--- src/rtl/data_upload.sv ---
// SPI-driven upload engine: the io controller selects a file upload and clocks RAM
// bytes out over sdo, with a one-byte read prefetch running on the system clock.
module data_upload #(
  parameter logic [24:0] BASE   = 25'h200000,
  parameter int unsigned RD_LAT = 2
) (
  input  logic        clk,
  input  logic        reset,
  input  logic        sck,
  input  logic        ss,
  input  logic        sdi,
  output logic        sdo,
  input  logic [24:0] size,
  output logic        uploading,
  output logic [4:0]  index,
  output logic        rd,
  output logic [24:0] a,
  input  logic [7:0]  d
);

  typedef enum logic [7:0] {
    CMD_FILE_INDEX  = 8'h55,
    CMD_FILE_RX     = 8'h56,
    CMD_FILE_RX_DAT = 8'h57
  } cmd_e;

  logic [2:0] sck_sync_q;
  logic [1:0] ss_sync_q, sdi_sync_q;

  always_ff @(posedge clk) begin
    if (reset) begin
      sck_sync_q <= '0;
      ss_sync_q  <= '1;
      sdi_sync_q <= '0;
    end else begin
      sck_sync_q <= {sck_sync_q[1:0], sck};
      ss_sync_q  <= {ss_sync_q[0], ss};
      sdi_sync_q <= {sdi_sync_q[0], sdi};
    end
  end

  logic       ss_s, sdi_s, sck_rise, sck_fall;
  logic [7:0] rx_byte;

  assign ss_s     = ss_sync_q[1];
  assign sdi_s    = sdi_sync_q[1];
  assign sck_rise =  sck_sync_q[1] & ~sck_sync_q[2];
  assign sck_fall = ~sck_sync_q[1] &  sck_sync_q[2];

  logic [3:0]        cnt_q, cnt_d;
  logic [7:0]        sr_q, sr_d;
  logic [7:0]        cmd_q, cmd_d;
  logic [4:0]        index_q, index_d;
  logic              up_q, up_d;
  logic [24:0]       addr_q, addr_d;
  logic [24:0]       len_q, len_d;
  logic [24:0]       sent_q, sent_d;
  logic [7:0]        txsr_q, txsr_d;
  logic [7:0]        pbuf_q, pbuf_d;
  logic              rd_q, rd_d;
  logic              pf_req_q, pf_req_d;
  logic [RD_LAT-1:0] lat_q, lat_d;

  assign rx_byte = {sr_q[6:0], sdi_s};

  always_comb begin
    cnt_d    = cnt_q;
    sr_d     = sr_q;
    cmd_d    = cmd_q;
    index_d  = index_q;
    up_d     = up_q;
    addr_d   = addr_q;
    len_d    = len_q;
    sent_d   = sent_q;
    txsr_d   = txsr_q;
    pbuf_d   = pbuf_q;
    rd_d     = pf_req_q;
    pf_req_d = 1'b0;

    lat_d[0] = rd_q;
    for (int unsigned i = 1; i < RD_LAT; i++) lat_d[i] = lat_q[i-1];
    if (lat_q[RD_LAT-1]) pbuf_d = d;

    if (ss_s) begin
      cnt_d = '0;
    end else if (sck_rise) begin
      sr_d  = rx_byte;
      cnt_d = (cnt_q == 4'd15) ? 4'd8 : cnt_q + 4'd1;
      if (cnt_q == 4'd7) cmd_d = rx_byte;
      if (cnt_q == 4'd15) begin
        case (cmd_q)
          CMD_FILE_INDEX: index_d = rx_byte[4:0];
          CMD_FILE_RX: begin
            if (rx_byte[0]) begin
              up_d     = 1'b1;
              addr_d   = BASE;
              len_d    = size;
              sent_d   = '0;
              pf_req_d = (size != '0);
            end else begin
              up_d = 1'b0;
            end
          end
          default: ;
        endcase
      end
    end

    if (sck_fall) begin
      if (cnt_q == 4'd8 && cmd_q == CMD_FILE_RX_DAT && up_q) begin
        if (sent_q < len_q) begin
          txsr_d   = pbuf_q;
          sent_d   = sent_q + 25'd1;
          addr_d   = addr_q + 25'd1;
          // the byte just loaded was already prefetched, so only read ahead while more remain
          pf_req_d = (sent_d < len_q);
        end else begin
          txsr_d = '0;
        end
      end else begin
        txsr_d = {txsr_q[6:0], 1'b0};
      end
    end
  end

  always_ff @(posedge clk) begin
    if (reset) begin
      cnt_q    <= '0;
      sr_q     <= '0;
      cmd_q    <= '0;
      index_q  <= '0;
      up_q     <= 1'b0;
      addr_q   <= BASE;
      len_q    <= '0;
      sent_q   <= '0;
      txsr_q   <= '0;
      pbuf_q   <= '0;
      rd_q     <= 1'b0;
      pf_req_q <= 1'b0;
      lat_q    <= '0;
    end else begin
      cnt_q    <= cnt_d;
      sr_q     <= sr_d;
      cmd_q    <= cmd_d;
      index_q  <= index_d;
      up_q     <= up_d;
      addr_q   <= addr_d;
      len_q    <= len_d;
      sent_q   <= sent_d;
      txsr_q   <= txsr_d;
      pbuf_q   <= pbuf_d;
      rd_q     <= rd_d;
      pf_req_q <= pf_req_d;
      lat_q    <= lat_d;
    end
  end

  assign sdo       = ~ss_s & txsr_q[7];
  assign uploading = up_q;
  assign index     = index_q;
  assign rd        = rd_q;
  assign a         = addr_q;

endmodule

--- config.mk ---
export PLATFORM = sky130hd
export DESIGN_NAME = data_upload
export DESIGN_NICKNAME = d
export VERILOG_FILES = /design/src/rtl/data_upload.sv
export SDC_FILE = /design/constraint.sdc
export NUM_CORES = 1
export LEC_CHECK = 0
export BUFFER_PORTS_ARGS = -buffer_cell sky130_fd_sc_hd__buf_2
export CAP_MARGIN = 30
export CORE_UTILIZATION = 45
export DETAILED_ROUTE_END_ITERATION = 16
export GPL_TIMING_DRIVEN = 1
export PLACE_DENSITY = 0.61
export SLEW_MARGIN = 10
export SYNTH_ARGS = -nofsm -noshare
export SYNTH_HDL_FRONTEND = slang
export SYNTH_SLANG_ARGS = --single-unit
export TNS_END_PERCENT = 1
--- constraint.sdc ---
create_clock -name clk -period 4.5 [get_ports clk]
set_clock_uncertainty 0.15 [all_clocks]
set_input_delay 1.35 -clock clk [delete_from_list [all_inputs] [get_ports clk]]
set_output_delay 1.35 -clock clk [all_outputs]
set_load 0.1 [all_outputs]
After elaboration in Yosys (flattened, before gate mapping)
Index checks and enable logic that the tools add are counted.
- bits of input ports: 38
- word-level logic and storage cells: 70
- output and inout bits: 33
- register bits after elaboration: 127
- mux-type cells: 28
- reductions and logical operators: 9
- add/subtract/negate cells: 3
- eq/ne operators: 6
- magnitude comparators: 2
- bitwise operators: 6
- operators by type and width (cell ; number):
    $mux 25 ; 16
    $add 25x1->25 const B ; 2
    $lt 25x25->1 ; 2
    $reduce_bool 25->1 ; 1
    $eq 8x7->1 const B ; 3
    $mux 8 ; 2
    $mux 1 ; 9
    $eq 4x4->1 const B ; 2
    $reduce_and 4->1 ; 2
    $reduce_and 5->1 ; 1
    $add 4x1->4 const B ; 1
    $eq 4x3->1 const B ; 1
    $mux 4 ; 1
    $and 1x1->1 ; 3
    $not 1->1 ; 3
    $reduce_and 3->1 ; 1
    $logic_and 1x1->1 ; 2
    $reduce_and 2->1 ; 1
    $reduce_or 2->1 ; 1

Depth between registers and ports, before layout
Gate-level depths: netlist of the first run.
- depth in word-level cells: 9
- depth in mapped cells: 13
- mapped depth without buffers: 13

Worst setup path before layout of the first run
No wires, ideal clock.
- path type: flip-flop to flip-flop
- from: register sent_q[0]
- to: register pf_req_q
- slack: 1.126 ns
- setup time: 0.057 ns
- clock period less this slack: 3.374 ns
- buffers on the path: 0
- data required time: 4.293 ns
- data arrival time: 3.167 ns
- stages on the path, launching flop included: 14
- cell sequence: dfxtp_1 -> ha_1 -> nand4_1 -> nor4_1 -> nand2_1 -> o21a_1 -> or2_2 -> ha_1 -> a21o_1 -> a21o_1 -> a21oi_1 -> o211ai_1 -> nor3_1 -> a21o_1
- longest elaborated chain between the ends: 5
- elaborated cells between the ends (all ways): 6
- classes of those cells: add/sub (1); order compare (2); mux (3)
- RTL lines (item ; RTL line ; RTL):
    start, declared ; 57 ; logic [24:0] sent_q, sent_d;
    start signal, assigned ; 149 ; sent_q <= sent_d;
    $add 25x1->25 ; 113 ; sent_d = sent_q + 25'd1;
    $lt 25x25->1 ; 116 ; pf_req_d = (sent_d < len_q);
    $mux 1 * ; 111 ; if (sent_q < len_q) begin
    $mux 1 * ; 110 ; if (cnt_q == 4'd8 && cmd_q == CMD_FILE_RX_DAT && up_q) begin
    $mux 1 * ; 109 ; if (sck_fall) begin
    end signal, assigned ; 153 ; pf_req_q <= pf_req_d;
    end, declared ; 61 ; logic pf_req_q, pf_req_d;
Every way passes the cells marked *; elsewhere a longest branch is shown, timed or not.
A chain may end at the register's enable or synchronous reset.

Final worst setup path of the first run
Ends and elaborated chain as after synthesis.

==> reports/qor.yml, run 1 <==
outcome: "complete, no violations"
holdBufCountCts: 0
cts_resized: 0
clk_latency_ns: 0.43
cp-start-kind: "flop"
synth_top_area_cell: "dfxtp_1"
worstSetupPathType: "flop to flop"
layout_commonest_cell: "dfxtp_1"
fp.dieW_um: 126
cts_sinks: 127
synth_ff_type: "dfxtp_1"
ir_worst_vdd_v: 0.000260
num_rows: 44
die_h_um: 126
dp_hpwl_mm: 12.2
synth_edf_count: 0
yosys_register_bits: 127
ys_seq_area_share_pct: 36.9
htreeDepth: 4
grt_pass1_wl_mm: 29.5
cts-root-buf: "clkbuf_16"
synth_xor_area_share_pct: 1.78
final_cell_mix: "dfxtp_1, nand2_1, a21oi_1, buf_2, nor2_1"
cts_made_buffers: 17
holdCritPathClass: "flop to flop"
grt.total_usage_pct: 23.3
dr.pass1.iters: 5
ff_latch_area_sq_um: 2540
drive_gt1_share_pct: 15.6
synth_top_area_share_pct: 36.9
finalInstanceArea_sq_um: 8000
slew_viol_final: 0
arrival_ns: 3.74
drv_cap: 0
viasPerCell: 5.77
grt_pass1_vias: 6075
synth_cells: 844
multi_input_area_sq_um: 4020
ant_nets: 0
fin_cells: 1101
placed_cells: 1067
die_area_sq_um: 15800
n_fill_cell: 1371
postPlaceCellArea_sq_um: 7400
start_util_pct: 46.7
fmax_ghz: 0.284
cp_max_fo: 7
setup_viol: 0
slew_headroom_pct: 37.0
endpoint_kind: "flop"
worst_pin_slew_ns: 0.944
syn-num-nets: 934
ys.warnings.count: 0
synth_compound_gate_area_share_pct: 16.9
rsz0062_at_grt: "false"
wl_per_cell_um: 16.0
ys_types: 50
vias: 6351
hold_viol_final: 0
synthSimpleGateAreaFrac_pct: 26.0
drt_iter0_markers: 491
overflow: 0
critPathRequiredTime_ns: 4.72
core_area_sq_um: 14800
wl_mm: 17.6
clk_transition_reported_paths_ns: 0.06
cts_tree: "built"
antenna_found_initial: 0
final_nets: 994
synth_top_family_by_area: "simple AND/OR/NAND/NOR gates"
clock_path_buffers: 2
portBuffers: 70
antenna_cells: 0
synthMuxAreaShare_pct: 4.22
power_density_nw_per_um2: 318
gp_congestion: 0.866
drc_errors: 0
post_cts_buffers: 0
area_growth_pct: 16.1
ios: 71
grt_max_degree: 89
tns_ns: 0
synth-async-reset-ratio_pct: 0
synth_area_sq_um: 6890
fin_crit_ns: 3.52
synth_fa_ha_area_share_pct: 9.45
syn_area_per_cell_sq_um: 8.16
p_leak_nw: 3.04
yosys-top-cells-area: "dfxtp_1, ha_1, a21oi_1"
fin_crit_sh_pct: 78.2
## layout make-up
type | count | share of cell area [%]
clock buffers | 19 | 5.54
clock inverters | 13 | 1.77
well taps | 184 | 2.88
multi-input cells | 630 | 50.2
flip-flops and latches | 127 | 31.8
repair buffers | 85 | 5.76
inverters | 43 | 2.02
## worst paths after layout
path / from / to / slack (ns) / cells after the start
min reg2reg: ss_sync_q[0] / ss_sync_q[1] / 0.28 / 1
max reg2reg: sent_q[0] / pf_req_q / 0.98 / 14
max: sent_q[0] / pf_req_q / 0.98 / 14
min: ss_sync_q[0] / ss_sync_q[1] / 0.28 / 1
## Yosys cell counts, types with 6 or more instances
cell type	instances
ha_1	52
nor2b_1	26
mux2i_1	29
dfxtp_1	127
inv_1	43
a21oi_1	80
nand4_1	29
and3_1	10
a211oi_1	9
xnor2_1	9
o21ai_0	35
nor2_1	57
clkbuf_1	36
nand3_1	18
or2_2	22
nor3_1	19
a21o_1	6
o31ai_1	15
or4_1	17
and2_1	8
o211ai_1	18
a32oi_1	7
nand2_1	104
o21a_1	6
nor4_1	15
## per-layer routing
metal / GRT usage (%) / vias up / wire [um]
met5: 0 / - / 0
met4: 9.97 / 0 / 404
met2: 38.6 / 157 / 8280
li1: - / 3144 / -
met3: 4.12 / 30 / 768
met1: 29.7 / 3020 / 8140
## critical path, stage by stage (launching register included)
cell and delay (ns):
dfxtp_1 0.43, ha_1 0.27, nand4_1 0.23, nor4_1 0.38, buf_4 0.21, nand2_1 0.09
o21a_1 0.21, or2_2 0.30, ha_1 0.29, a21o_1 0.18, a21o_1 0.17, a21oi_1 0.16
o211ai_1 0.10, nor3_1 0.15, a21o_1 0.14
## kinds of logic (layout without fill, tap and decap cells)
family,after synthesis,after routing
and+or+nand+nor,346,346
AOI/OAI and AO/OA,189,189
DFF,127,127
buffers and inverters,87,160
adders and majority gates,52,52
muxes,29,29
xor gates and xnor gates,14,14
## metrics by stage
step	hold slack, ns	setup WS, ns	util, %	total power [mW]
CTS	0.284	1.02	54.1	2.57
global route	0.296	0.702	54.2	2.63
global placement	0.245	1.17	50.1	1.21
floorplan	0.239	1.13	-	1.19
detailed placement	0.250	1.06	50.2	1.22
finish	0.275	0.982	54.2	2.55
## state kept, by name (all words and copies together) (netlist names), 5 cells and up
register	cells
a	25
len_q	25
sent_q	25
cmd_q	8
pbuf_q	8
txsr_q	8
sr_q	7
index	5
## report_power, final
part           leakage [nW]  switching (mW)  internal [mW]  total [mW]
registers              1.02         0.00309           1.13        1.13
clock network         0.279           0.527          0.828        1.36
logic                  1.73          0.0361         0.0223      0.0584
total                  3.04           0.566           1.98        2.55
Power figures use the tool's default switching activity.
==> inputs of run 2 (changes only) <==
PLACE_DENSITY = 0.63   (was 0.61)
clock period = 3.2 ns   (was 4.5 ns; I/O delays follow)
==> run 2 against run 1 <==
Against the previous run: clock-buffer cell count stayed put; design area increased by 4.4%; critical path type unchanged; critical endpoint unchanged; worst setup slack worse by 0.75 ns; clock power is 40% higher.
==> reports/qor.yml, run 2 (synthesis results as in run 1) <==
outcome: "complete, no violations"
critPathRequiredTime_ns: 3.36  # -1.36 ns
cts-root-buf: "clkbuf_16"
htreeDepth: 4  # unchanged
portBuffers: 70  # unchanged
p_sw_mw: 0.787  # +39%
cp-start-kind: "flop"
cp_max_fo: 6  # -1
arrival_ns: 3.13  # -0.61 ns
clk_latency_ns: 0.42  # about the same
slew_headroom_pct: 65.0  # +28 points
clkPwrFrac_pct: 53.1  # about the same
grt_pass1_wl_mm: 28.3  # -4.4%
drv_cap: 0  # unchanged
r2r_start: "sent_q[1]"
die_area_sq_um: 15800  # unchanged
num_rows: 44  # unchanged
start_util_pct: 46.7  # unchanged
power_density_nw_per_um2: 429  # +35%
clock_path_buffers: 2  # unchanged
final_cell_mix: "dfxtp_1, nand2_1, a21oi_1, buf_2, nor2_1"
worstHoldPathCells: 1  # unchanged
area_growth_pct: 21.2
fp.dieW_um: 126  # unchanged
drt_iter0_markers: 395  # -20%
die_h_um: 126  # unchanged
multi_input_area_sq_um: 4120  # +2.5%
fin_crit_ns: 2.97  # -0.549 ns
grt.total_usage_pct: 22.4  # -0.91 points
worstSetupPathType: "flop to flop"
wl_mm: 17.1  # -2.7%
swShare_pct: 22.0  # -0.25 points
p_comb_share_pct: 2.4  # about the same
fmax_ghz: 0.337  # +18%
seq_power_share_pct: 44.5  # about the same
viasPerCell: 5.54  # -4.0%
ios: 71  # unchanged
clk_transition_reported_paths_ns: 0.06  # about the same
reg2reg_setup_slack_ns: 0.23  # -0.75 ns
layout_commonest_cell: "dfxtp_1"
drc_errors: 0  # unchanged
gp_congestion: 0.815  # -5.9%
antenna_cells: 0  # unchanged
grt_max_degree: 85  # -4.5%
postPlaceCellArea_sq_um: 7630  # +3.2%
wl_per_cell_um: 15.2  # -4.8%
overflow: 0  # unchanged
n_fill_cell: 1421  # +3.6%
core_area_sq_um: 14800  # unchanged
finalInstanceArea_sq_um: 8350  # +4.4%
fin_crit_sh_pct: 92.8  # +15 points
setup_viol: 0  # unchanged
reg2regPathDepth: 12  # -2
endpoint_kind: "flop"
vias: 6237  # -1.8%
hold_start: "ss_sync_q[0]"
ant_nets: 0  # unchanged
final_nets: 1019  # +2.5%
slew_viol_final: 0  # unchanged
cts_sinks: 127  # unchanged
r2r-end: "pf_req_q"
hold_ws_ns: 0.260  # -0.0153 ns
holdCritPathClass: "flop to flop"
cts_made_buffers: 17  # unchanged
grt_pass1_vias: 5753  # -5.3%
ir_worst_vdd_v: 0.000336  # +29%
worst_pin_slew_ns: 0.524  # -0.420 ns
dp_hpwl_mm: 12.3  # +0.30%
hold_viol_final: 0  # unchanged
drive_gt1_share_pct: 19.9  # +4.3 points
antenna_found_initial: 0  # unchanged
dr.pass1.iters: 4  # -1
p_int_mw: 2.79  # +41%
hold_end: "ss_sync_q[1]"
cts_tree: "built"
ff_latch_area_sq_um: 2550  # +0.34%
p_leak_nw: 3.23  # +6.4%
run 2: worst max-delay path by stage:
stage	start	endpoint	slack [ns]
3_3_place_gp	sent_q[0]	pf_req_q	0.16
4_1_cts	sent_q[0]	pf_req_q	0.05
3_5_place_dp	sent_q[0]	pf_req_q	0.08
5_1_grt	sent_q[0]	pf_req_q	-0.001
6_report	sent_q[1]	pf_req_q	0.23
2_1_floorplan	a[7]	a[22]	-0.08
run 2: power groups by stage:
stage                     logic [mW]  registers [mW]  clock network [mW]
final                         0.0863            1.59                1.90
after global routing          0.0961            1.59                2.01
after CTS                     0.0872            1.59                1.93
after detailed placement      0.0872            1.63                   0
after global placement        0.0868            1.63                   0
after floorplan               0.0431            1.63                   0
run 2: worst max-delay path: stages, from the launching register on:
cell and delay [ns]:
dfxtp_2 0.35, ha_4 0.14, nand4_1 0.17, nor4_4 0.35, buf_4 0.20, nand4_1 0.13, or2_2 0.37, xnor2_1 0.14
ha_1 0.29, nand4_1 0.12, nor3_2 0.19, o31ai_1 0.08, a21o_1 0.19
run 2: through the flow:
step | utilization [%] | std cells | power [mW] | setup TNS (ns) | setup slack [ns]
4_1_cts | 55.7 | 1121 | 3.61 | 0 | 0.0520
3_5_place_dp | 51.7 | 1089 | 1.71 | 0 | 0.0823
3_3_place_gp | 51.7 | 1089 | 1.71 | 0 | 0.159
5_1_grt | 56.6 | 1126 | 3.70 | -0.00120 | -0.00120
2_1_floorplan | - | 844 | 1.67 | -0.0817 | -0.0817
6_report | 56.6 | 1126 | 3.58 | 0 | 0.230
run 2: layer usage:
layer | GRT usage, % | up-vias | wire length [um]
li1 | - | 3204 | -
met4 | 7.53 | 0 | 293
met2 | 36.4 | 105 | 7960
met5 | 0 | - | 0
met1 | 29.2 | 2903 | 8240
met3 | 5.01 | 25 | 638
run 2: timing repair:
item | CTS | global route
buffers inserted | 0 | 5
resized for setup | 0 | 21
hold buffers | 0 | 0
setup endpoints to repair | 0 | 1
run 2: final cells by class:
cell class,count,area share (%)
repair buffers,110,8.42
well taps,184,2.76
clock buffers,19,5.31
inverters,43,1.93
clock inverters,13,1.66
flip-flops and latches,127,30.6
multi-input cells,630,49.3
==> inputs of run 3 (changes only) <==
BUFFER_PORTS_ARGS = -buffer_cell sky130_fd_sc_hd__clkbuf_2   (was -buffer_cell sky130_fd_sc_hd__buf_2)
MAX_ROUTING_LAYER = met4   (was default)
==> run 3 against run 2 <==
Against the previous run: non-clock buffer count down 8; global-route usage up 0.98 points; clock power up 4%; sequential power about the same; critical path depth down 5; sequential share of layout area up 0.36 points; hold slack better by 0.0029 ns; power up 2.3%; die area unchanged; first-iteration DRC count down 18%; sequential cell count unchanged.
==> reports/qor.yml, run 3 (synthesis results as in run 1) <==
swShare_pct: 21.8  # -0.23 points
slew_viol_final: 0  # unchanged
tns_ns: 0  # unchanged
seq_power_share_pct: 43.5  # -1.0 points
drc_errors: 0  # unchanged
slew_headroom_pct: 55.7  # -9.3 points
critPathRequiredTime_ns: 3.39  # +0.03 ns
clock_path_buffers: 2  # unchanged
worst_pin_slew_ns: 0.662  # +0.137 ns
overflow: 0  # unchanged
dp_hpwl_mm: 12.0  # -2.4%
cts_sinks: 127  # unchanged
endpoint_kind: "flop"
fin_crit_sh_pct: 93.4  # +0.64 points
vias: 6275  # +0.61%
fp.dieW_um: 126  # unchanged
area_growth_pct: 19.6
die_area_sq_um: 15800  # unchanged
rsz0062_at_grt: "false"
final_nets: 1011  # -0.79%
setup_ws_ns: 0.210  # -0.0204 ns
layout_commonest_cell: "dfxtp_1"
wl_per_cell_um: 15.4  # +1.2%
core_area_sq_um: 14800  # unchanged
portBuffers: 70  # unchanged
p_sw_mw: 0.796  # +1.2%
dp_slack_ns: 0.156  # +0.0738 ns
holdCritPathClass: "flop to flop"
power_density_nw_per_um2: 445  # +3.7%
die_h_um: 126  # unchanged
cts-root-buf: "clkbuf_16"
clk_transition_reported_paths_ns: 0.06  # about the same
grt_max_degree: 80  # -5.9%
clkPwrFrac_pct: 54.2  # +1.1 points
total_power_mw: 3.66  # +2.3%
cts_tree: "built"
hold_ws_ns: 0.263  # +0.00291 ns
arrival_ns: 3.18  # +0.05 ns
ir_worst_vdd_v: 0.000498  # +48%
outcome: "complete, no violations"
drive_gt1_share_pct: 18.2  # -1.6 points
worstSetupPathType: "flop to flop"
placed_cells: 1086  # -0.28%
drv_cap: 0  # unchanged
fin_crit_ns: 2.99  # +0.0204 ns
ios: 71  # unchanged
fmax_ghz: 0.334  # -0.68%
holdBufCountCts: 0  # unchanged
setup_viol: 0  # unchanged
p_int_mw: 2.87  # +2.6%
cts_made_buffers: 17  # unchanged
clk_latency_ns: 0.42  # about the same
cp-start-kind: "flop"
cp_max_fo: 53  # +47
grt_pass1_vias: 5811  # +1.0%
antenna_cells: 0  # unchanged
gp_congestion: 0.878  # +7.8%
htreeDepth: 4  # unchanged
grt_pass1_wl_mm: 28.6  # +1.1%
num_rows: 44  # unchanged
dr.pass1.iters: 5  # +1
grt.total_usage_pct: 23.3  # +0.98 points
hold_viol_final: 0  # unchanged
fin_cells: 1117  # -0.80%
wl_mm: 17.2  # +0.40%
ant_nets: 0  # unchanged
drt_iter0_markers: 322  # -18%
p_comb_share_pct: 2.3  # about the same
viasPerCell: 5.62  # +1.4%
antenna_found_initial: 0  # unchanged
start_util_pct: 46.7  # unchanged
final_cell_mix: "dfxtp_1, nand2_1, a21oi_1, clkbuf_2, nor2_1"
p_leak_nw: 3.15  # -2.6%
-- run 3: changes by cell type in the layout (fill, tap and decap cells not counted), moves of 2 or more --
cell | before | now
buf_4 | 37 | 30
buf_2 | 69 | 0
nand2_2 | 2 | 0
dfxtp_2 | 7 | 4
dfxtp_1 | 120 | 123
ha_1 | 50 | 52
nand2_1 | 102 | 104
ha_4 | 2 | 0
clkbuf_2 | 0 | 69
-- run 3: timing repair --
item	4_1_cts	5_1_grt
resized for setup	0	8
setup endpoints to repair	0	1
buffers inserted	0	0
-- run 3: path summary, 6_finish.rpt --
| kind | endpoint | slack, ns | cells past startpoint | start |
|---|---|---|---|---|
| setup / recovery | a[11] | 0.21 | 7 | cmd_q[3] |
| hold / removal | ss_sync_q[1] | 0.26 | 1 | ss_sync_q[0] |
| setup reg to reg | a[11] | 0.21 | 7 | cmd_q[3] |
| hold reg to reg | ss_sync_q[1] | 0.26 | 1 | ss_sync_q[0] |
-- run 3: power by group through the flow --
stage	clock network (mW)	registers, mW	logic, mW
global route	2.10	1.59	0.0947
finish	1.98	1.59	0.0857
CTS	2.02	1.59	0.0867
detailed placement	0	1.63	0.0863
floorplan	0	1.63	0.0431
global placement	0	1.63	0.0856
-- run 3: area by class of cell --
cell class              instances  area [sq um]
clock buffers                  18           439
clock inverters                13           164
fillers                      1416          6520
inverters                      43           161
multi-input cells             630          4060
flip-flops and latches        127          2550
well taps                     184           230
repair buffers                102           631
-- run 3: metrics by stage --
step / util, % / cell area, sq um
6_report: 55.8 / 8240
4_1_cts: 55.6 / 8200
3_5_place_dp: 51.5 / 7600
5_1_grt: 55.8 / 8240
3_3_place_gp: 51.5 / 7600
2_1_floorplan: - / 6890
-- run 3: worst max-delay path, cell delays in order (launching register included) --
cell,delay [ns]
dfxtp_1,0.31
nand4bb_4,0.24
or4_1,0.58
a2111o_1,0.45
a211o_1,0.33
buf_12,0.19
or4_1,0.48
a21oi_1,0.18
-- run 3: layer usage --
metal / GRT usage, % / part of all wire (%) / wire length (um) / vias up
li1: - / - / - / 3196
met1: 28.1 / 47 / 8020 / 2924
met2: 38.5 / 48 / 8310 / 132
met3: 4.80 / 3.6 / 625 / 23
met4: 8.61 / 1.4 / 246 / 0
met5: - / 0 / 0 / -
